[config.mk]
export PLATFORM = sky130hd
export DESIGN_NAME = instruction_fetch_unit
export DESIGN_NICKNAME = d
export VERILOG_FILES = /design/src/rtl/instruction_fetch_unit.sv
export SDC_FILE = /design/constraint.sdc
export NUM_CORES = 1
export LEC_CHECK = 0
export BUFFER_PORTS_ARGS = -buffer_cell sky130_fd_sc_hd__buf_2
export CAP_MARGIN = 20
export CORE_ASPECT_RATIO = 0.9
export CORE_MARGIN = 3
export CORE_UTILIZATION = 54
export CTS_CLUSTER_DIAMETER = 80
export DETAILED_ROUTE_END_ITERATION = 10
export GPL_ROUTABILITY_DRIVEN = 0
export PLACE_DENSITY = 0.76
export SLEW_MARGIN = 0
export SYNTH_ARGS = -nofsm -noshare
export SYNTH_HDL_FRONTEND = slang
export SYNTH_SLANG_ARGS = --single-unit
[constraint.sdc]
create_clock -name clk -period 4.2 [get_ports clk]
set_input_delay 0.84 -clock clk [delete_from_list [all_inputs] [get_ports clk]]
set_output_delay 0.84 -clock clk [all_outputs]
set_load 0.02 [all_outputs]
[src/rtl/instruction_fetch_unit.sv]
// instruction_fetch_unit
//   Fetch-and-issue front end for the single-issue MIPS core. Holds the PC, fetches one
//   32-bit word per request over a req/ack memory handshake, then presents it downstream
//   with a valid/ready handshake. The next PC is chosen when the issue handshake completes:
//   sequential (PC+4) or the beq target when the decoded Branch flag and ALU Zero are set.
//
// Parameters
//   RESET_PC  PC loaded on reset (word aligned).
//   CNT_W     width of the retired-instruction counter.
//
// Ports
//   clk, rst        clock (rising edge) and synchronous active-high reset
//   imem_req/addr   fetch request and word address (FETCH state only)
//   imem_ack/rdata  memory response; rdata valid when ack is high
//   Instruction     registered instruction being issued (Instruction_op = bits [31:26])
//   instr_pc        PC of the issued instruction
//   instr_valid     instruction is valid and held stable
//   instr_ready     downstream accepts the instruction this cycle
//   Branch, Zero    control/ALU flags for the current instruction, sampled on handshake only
//   instr_count     number of issue handshakes since reset (wraps)
module instruction_fetch_unit #(
  parameter logic [31:0] RESET_PC = 32'h0000_0000,
  parameter int unsigned CNT_W    = 32
) (
  input  logic             clk,
  input  logic             rst,
  output logic             imem_req,
  output logic [31:0]      imem_addr,
  input  logic             imem_ack,
  input  logic [31:0]      imem_rdata,
  output logic [31:0]      Instruction,
  output logic [5:0]       Instruction_op,
  output logic [31:0]      instr_pc,
  output logic             instr_valid,
  input  logic             instr_ready,
  input  logic             Branch,
  input  logic             Zero,
  output logic [CNT_W-1:0] instr_count
);

  typedef enum logic [1:0] {StIdle, StFetch, StIssue} state_e;

  state_e             r_state;
  logic [31:0]        r_pc;
  logic [31:0]        r_instr;
  logic [31:0]        r_instr_pc;
  logic               r_req;
  logic               r_valid;
  logic [CNT_W-1:0]   r_count;

  logic [31:0]        w_offset;
  logic [31:0]        w_pc_seq;
  logic [31:0]        w_pc_target;
  logic [31:0]        w_next_pc;

  // beq target: sign-extended 16-bit word offset relative to the following instruction.
  // All additions are 32-bit and wrap naturally.
  assign w_offset    = {{14{r_instr[15]}}, r_instr[15:0], 2'b00};
  assign w_pc_seq    = r_instr_pc + 32'd4;
  assign w_pc_target = w_pc_seq + w_offset;
  assign w_next_pc   = (Branch && Zero) ? w_pc_target : w_pc_seq;

  always_ff @(posedge clk) begin
    if (rst) begin
      r_state    <= StIdle;
      r_pc       <= RESET_PC;
      r_instr    <= 32'h0000_0000;
      r_instr_pc <= 32'h0000_0000;
      r_req      <= 1'b0;
      r_valid    <= 1'b0;
      r_count    <= '0;
    end else begin
      case (r_state)
        StIdle: begin
          r_state <= StFetch;
          r_req   <= 1'b1;
        end
        StFetch: begin
          if (imem_ack) begin
            r_instr    <= imem_rdata;
            r_instr_pc <= r_pc;
            r_state    <= StIssue;
            r_req      <= 1'b0;
            r_valid    <= 1'b1;
          end
        end
        StIssue: begin
          // r_valid is high throughout ISSUE, so ready alone completes the handshake.
          if (instr_ready) begin
            r_count <= r_count + CNT_W'(1);
            r_pc    <= w_next_pc;
            r_state <= StFetch;
            r_valid <= 1'b0;
            r_req   <= 1'b1;
          end
        end
        default: begin
          r_state <= StIdle;
          r_req   <= 1'b0;
          r_valid <= 1'b0;
        end
      endcase
    end
  end

  assign imem_req       = r_req;
  assign imem_addr      = r_pc;
  assign Instruction    = r_instr;
  assign Instruction_op = r_instr[31:26];
  assign instr_pc       = r_instr_pc;
  assign instr_valid    = r_valid;
  assign instr_count    = r_count;

endmodule

==> summary.md, run 1 <==
| Metric | Value |
|---|---|
| RSZ-0062 raised after global routing | `false` |
| P&R area growth vs syn | `21.4%` |
| Initial antenna violation count | `0` |
| Worst setup margin | `0.250 ns` |
| TritonCTS Buffers | `17` |
| Max-cap violations | `0` |
| IO Pins | `174` |
| Diode count | `0` |
| Die Wd | `128 um` |
| Hold path start | `Instruction[22]` |
| Hold WS | `0.450 ns` |
| Flops & latches, synth | `131` |
| R2R cell count | `12` |
| Outcome | `completed` |
| Worst path slowest cell | `a2111oi_2` |
| CP max FO | `7` |
| Placed Cells | `1,240` |
| CTS root buf | `clkbuf_16` |
| Skew final | `0.00622 ns` |
| Leak | `4.00 nW` |
| WL/cell | `16.8 um` |
| First-pass detailed-route iteration total | `5` |
| Layout cells sized above 1 | `21.1%` |
| Crit path arrival time | `4.29 ns` |
| R2r startpoint | `instr_pc[5]` |
| CTS tree | `built` |
| Clock buffer depth | `2` |
| FMAX | `253 MHz` |
| Nets | `1,172` |
| Unique masters post-synth | `58` |
| CTS Hold Buffers Added | `0` |
| Count of pins over their slew limit | `0` |
| Fin crit share | `94.1%` |
| H-tree levels | `4` |
| Routed Antenna Nets | `0` |
| DR vias | `7,293` |
| DP HPWL | `15.2 mm` |
| Top cell by count, worst path | `xnor2_1` |
| IO Port Bufs | `173` |
| CTS Sinks | `131` |
| Fin cells | `1,271` |
| Largest net degree at the start of global routing | `59` |
| First-pass GRT wire length | `33.3 mm` |
| Filler cells | `1,103` |
| Final Hold Viols | `0` |
| Clk slew on worst S/H paths | `0.06 ns` |
| Syn Nets | `1,019` |
| Number of global-route vias before repair | `6,320` |
| Final worst path period need | `3.95 ns` |
| Later-pin clock latency in the skew report | `0.43 ns` |
| Most frequent cells in the layout | `nand2_1 (213), buf_2 (172), dfxtp_1 (131), a21oi_1 (115), nor2_1 (72)` |
| Ys async rst share | `0%` |
| Final Routed Wirelength | `21.3 mm` |
| Final setup TNS | `0 ns` |
| # rows | `39` |
| Commonest non-fill, non-tap cell in the layout | `nand2_1` |
| Startpoint Class | `flip-flop` |
| Power Dens Cells | `345 nW/um^2` |
| Reg2reg end | `imem_addr[24]` |
| Tightest Pin Transition | `0.972 ns` |
| Crit-path cells | `and4_1 -> and3_1 -> nand4_1 -> xnor2_1 -> ha_1 -> a211o_1 -> a2111oi_2 -> nor3_1 -> a21oi_1 -> o21ai_0 -> xnor2_1 -> a211oi_1` |
| Via-to-Cell Ratio | `5.74` |
| Setup violators final | `0` |
| Slowest stage delay, CP | `0.78 ns` |
| Flop2flop setup slack | `0.25 ns` |
| Die Span Y | `116 um` |
| Initial Util | `56.3%` |
| Number of synthesized flops with an enable pin | `0` |
| PostCTS Resize Cnt | `0` |
| YS warnings | `0` |
| Remaining DRCs | `0` |
| Area of the mapped netlist | `7280 sq um` |
| Die Footprint | `14,900 sq um` |
| Crit path kind | `reg -> reg` |
| Worst Hold Depth | `2` |
| Setup crit end kind | `flip-flop` |
| DR iter-0 viols | `726` |
| Place WS | `0.437 ns` |
| Total core area | `12,900 sq um` |
| Register area share after synthesis | `36.0%` |
| Crit path from | `instr_pc[5]` |
| Hold Crit Endpoint | `Instruction[22]` |
| Rel. slew slack | `35.2%` |
| Synth Flop Type | `dfxtp_1` |
| Mapped Avg Cell Area | `7.73 sq um` |
| Min-delay worst type | `reg -> reg` |
| Fin util | `68.4%` |
| Total grt overflow | `0` |
| Data required, critical path | `4.54 ns` |
| Setup bufs post-CTS | `0` |
| Synth Instances | `942` |
| VDD IR max | `0.281 mV` |
| Overall routing resource usage | `28.1%` |
[how the worst max path moves through the flow]
stage	to	slack [ns]
2_1_floorplan	imem_addr[18]	0.60
3_3_place_gp	imem_addr[22]	0.58
3_5_place_dp	imem_addr[29]	0.44
4_1_cts	imem_addr[29]	0.39
5_1_grt	imem_addr[24]	0.001
6_report	imem_addr[24]	0.25
[cells in the mapped netlist, types with 11 or more instances]
cell type | number | area [sq um]
a21o_1 | 16 | 120
a21oi_1 | 115 | 576
a311oi_1 | 11 | 96.3
and3_1 | 11 | 68.8
clkbuf_1 | 43 | 161
dfxtp_1 | 131 | 2620
ha_1 | 38 | 475
inv_1 | 15 | 56.3
nand2_1 | 213 | 800
nand3_1 | 27 | 135
nand4_1 | 18 | 113
nor2_1 | 73 | 274
o21ai_0 | 34 | 170
xnor2_1 | 41 | 359
xor2_1 | 31 | 272
[metrics by stage]
stage / total power, mW / cell area, sq um
after floorplan: 1.48 / 7280
after global placement: 1.56 / 8250
after detailed placement: 1.57 / 8250
after CTS: 3.06 / 8840
after global routing: 3.15 / 8840
final: 3.05 / 8840
[area by class of cell]
| type | instances | area (sq um) | share of cell area, % |
|---|---|---|---|
| clock buffer | 18 | 439 | 4.97 |
| multi-input combinational | 742 | 4380 | 49.5 |
| tap | 164 | 205 | 2.32 |
| timing repair buffer | 188 | 981 | 11.1 |
| inverter | 15 | 56.3 | 0.637 |
| sequential | 131 | 2620 | 29.7 |
| clock inverter | 13 | 160 | 1.81 |
[where the power goes]
group          switching (mW)  leakage (nW)  total (mW)  internal (mW)
sequential             0.0255          1.06        1.29           1.27
combinational           0.170          2.64       0.251         0.0803
clock                   0.560         0.292        1.50          0.943
total                   0.756          4.00        3.05           2.29
[logic make-up (layout without fill, tap and decap cells)]
family	count (synthesis)	after routing	share of synthesized area, %
AO/OA/AOI/OAI	237	237	19.9
XOR/XNOR	73	73	8.88
adder cells (fa/ha/maj)	39	39	6.80
buffers and inverters	69	234	3.97
flip-flops	131	131	36.0
multiplexers	2	2	0.292
AND/OR/NAND/NOR	391	391	24.1
[critical path: cells and delay by family (launching register included)]
kind | cells | cell delay [ns]
DFF | 1 | 0.44
xor gates and xnor gates | 2 | 0.41
and+or+nand+nor | 4 | 0.87
adders and majority gates | 1 | 0.34
AOI/OAI and AO/OA | 5 | 1.80
[metal layers]
layer	share of wire (%)	global-route usage [%]
met1	46	39.6
met2	45	43.3
met3	7.8	6.81
met4	1.5	7.99
met5	0	0
[registers in the layout, indices dropped and copies added (netlist names)]
name,cells
instr_count,32
imem_addr,32
Instruction,32
r_state,2
instr_pc,32
instr_valid,1
No activity file was read; power rests on OpenSTA's default activity.
==> inputs of run 2 (changes only) <==
RECOVER_POWER = 25   (was not set)
==> run 2 against run 1 <==
The flow now finishes with violations (max-capacitance violations, max-slew violations); total power is 0.12% lower; highest routed layer unchanged; non-clock buffer count did not move; maximum frequency is 1.2% higher; critical endpoint unchanged.
==> summary.md, run 2 (synthesis results as in run 1) <==
| Metric | Value |
|---|---|
| Worst Path Buf+Inv | `0` |
| Data required, critical path | `4.53 ns` |
| First-pass GRT wire length | `33.3 mm` |
| Max-cap violations | `2` |
| CTS Sinks | `131` |
| Power Dens Cells | `346 nW/um^2` |
| Outcome | `finished with violations` |
| CTS tree | `built` |
| Pwr Total | `3.04 mW` |
| Remaining DRCs | `0` |
| Largest net degree at the start of global routing | `59` |
| Most frequent cells in the layout | `nand2_1 (213), buf_2 (144), dfxtp_1 (131), a21oi_1 (115), nor2_1 (72)` |
| Overall routing resource usage | `28.1%` |
| Leak | `3.87 nW` |
| Failing checks | `max-capacitance violations, max-slew violations` |
| VDD IR max | `0.280 mV` |
| RSZ-0062 raised after global routing | `false` |
| Crit-path cells | `and4_1 -> and3_1 -> nand4_1 -> xnor2_1 -> ha_1 -> a211o_1 -> a2111oi_2 -> nor3_1 -> a21oi_1 -> o21ai_0 -> xnor2_1 -> a211oi_1` |
| Clk slew on worst S/H paths | `0.06 ns` |
| Initial Util | `56.3%` |
| FMAX | `256 MHz` |
| Slowest stage delay, CP | `0.73 ns` |
| IO Port Bufs | `173` |
| Layout cells sized above 1 | `18.4%` |
| Startpoint Class | `flip-flop` |
| Worst setup margin | `0.295 ns` |
| TritonCTS Buffers | `17` |
| First-pass detailed-route iteration total | `5` |
| Fin util | `68.1%` |
| Clock buffer depth | `2` |
| Hold WS | `0.453 ns` |
| Rel. slew slack | `-50.3%` |
| Total grt overflow | `0` |
| P&R area growth vs syn | `20.9%` |
| Crit path from | `instr_pc[5]` |
| Crit path arrival time | `4.24 ns` |
| Die Footprint | `14,900 sq um` |
| Crit path kind | `reg -> reg` |
| Skew final | `0.00580 ns` |
| Top cell by count, worst path | `xnor2_1` |
| # rows | `39` |
| Die Span Y | `116 um` |
| Commonest non-fill, non-tap cell in the layout | `nand2_1` |
| CTS root buf | `clkbuf_16` |
| Final setup TNS | `0 ns` |
| PostCTS Resize Cnt | `0` |
| Total core area | `12,900 sq um` |
| DP HPWL | `15.2 mm` |
| Setup bufs post-CTS | `0` |
| Die Wd | `128 um` |
| CTS Hold Buffers Added | `0` |
| DR iter-0 viols | `773` |
| Later-pin clock latency in the skew report | `0.42 ns` |
| IO Pins | `174` |
| CP max FO | `7` |
| Min-delay worst type | `reg -> reg` |
| DR vias | `7,294` |
| WL/cell | `16.9 um` |
| Place WS | `0.437 ns` |
| Worst path slowest cell | `a2111oi_2` |
| R2r startpoint | `instr_pc[5]` |
| Nets | `1,172` |
| Routed Antenna Nets | `0` |
| Setup violators final | `0` |
| H-tree levels | `4` |
| Final Routed Wirelength | `21.5 mm` |
| Fin crit share | `93.0%` |
| Crit-path leading delay family | `compound AO/OA/AOI/OAI gates` |
| Count of pins over their slew limit | `73` |
| Final Hold Viols | `0` |
| Final worst path period need | `3.90 ns` |
| Diode count | `0` |
| Via-to-Cell Ratio | `5.74` |
| Tightest Pin Transition | `2.25 ns` |
| Setup crit end kind | `flip-flop` |
| Number of global-route vias before repair | `6,320` |
| Hold path start | `Instruction[22]` |
| Initial antenna violation count | `0` |
==> run 2: changes by cell type in the layout (fill, tap and decap cells not counted), sizes merged <==
cell,previous run,this run
clkbuf,18,47
buf,188,159
==> run 2: cell type report <==
class	count	area, sq um
multi-input cells	742	4380
clock inverters	13	160
clock buffers	18	439
repair buffers	188	942
well taps	164	205
inverters	15	56.3
flip-flops and latches	131	2620
fillers	1129	4130
==> run 2: per-stage QoR <==
stage / cell area (sq um) / instances
finish: 8810 / 1271
global route: 8810 / 1271
CTS: 8840 / 1271
detailed placement: 8250 / 1240
global placement: 8250 / 1240
floorplan: 7280 / 942
==> run 2: final timing paths <==
| path | end | slack [ns] | cells after the start |
|---|---|---|---|
| max | imem_addr[24] | 0.30 | 12 |
| min | Instruction[22] | 0.45 | 2 |
| max reg2reg | imem_addr[24] | 0.30 | 12 |
| min reg2reg | Instruction[22] | 0.45 | 2 |
==> run 2: layer usage <==
| metal | share of wire [%] | GRT usage (%) |
|---|---|---|
| met1 | 46 | 39.6 |
| met5 | 0 | 0 |
| met2 | 44 | 43.3 |
| met3 | 8.1 | 6.81 |
| met4 | 1.6 | 7.99 |
==> run 2: worst register-to-register path: stages (launching register included) <==
cell       delay [ns]
dfxtp_1          0.44
and4_1           0.33
and3_1           0.22
nand4_1          0.12
xnor2_1          0.23
ha_1             0.34
a211o_1          0.35
a2111oi_2        0.73
nor3_1           0.19
a21oi_1          0.27
o21ai_0          0.18
xnor2_1          0.18
a211oi_1         0.24
==> run 2: power by group <==
part           switching, mW  internal [mW]  leakage [nW]
combinational          0.171         0.0769          2.52
sequential            0.0260           1.27          1.06
clock                  0.559          0.944         0.292
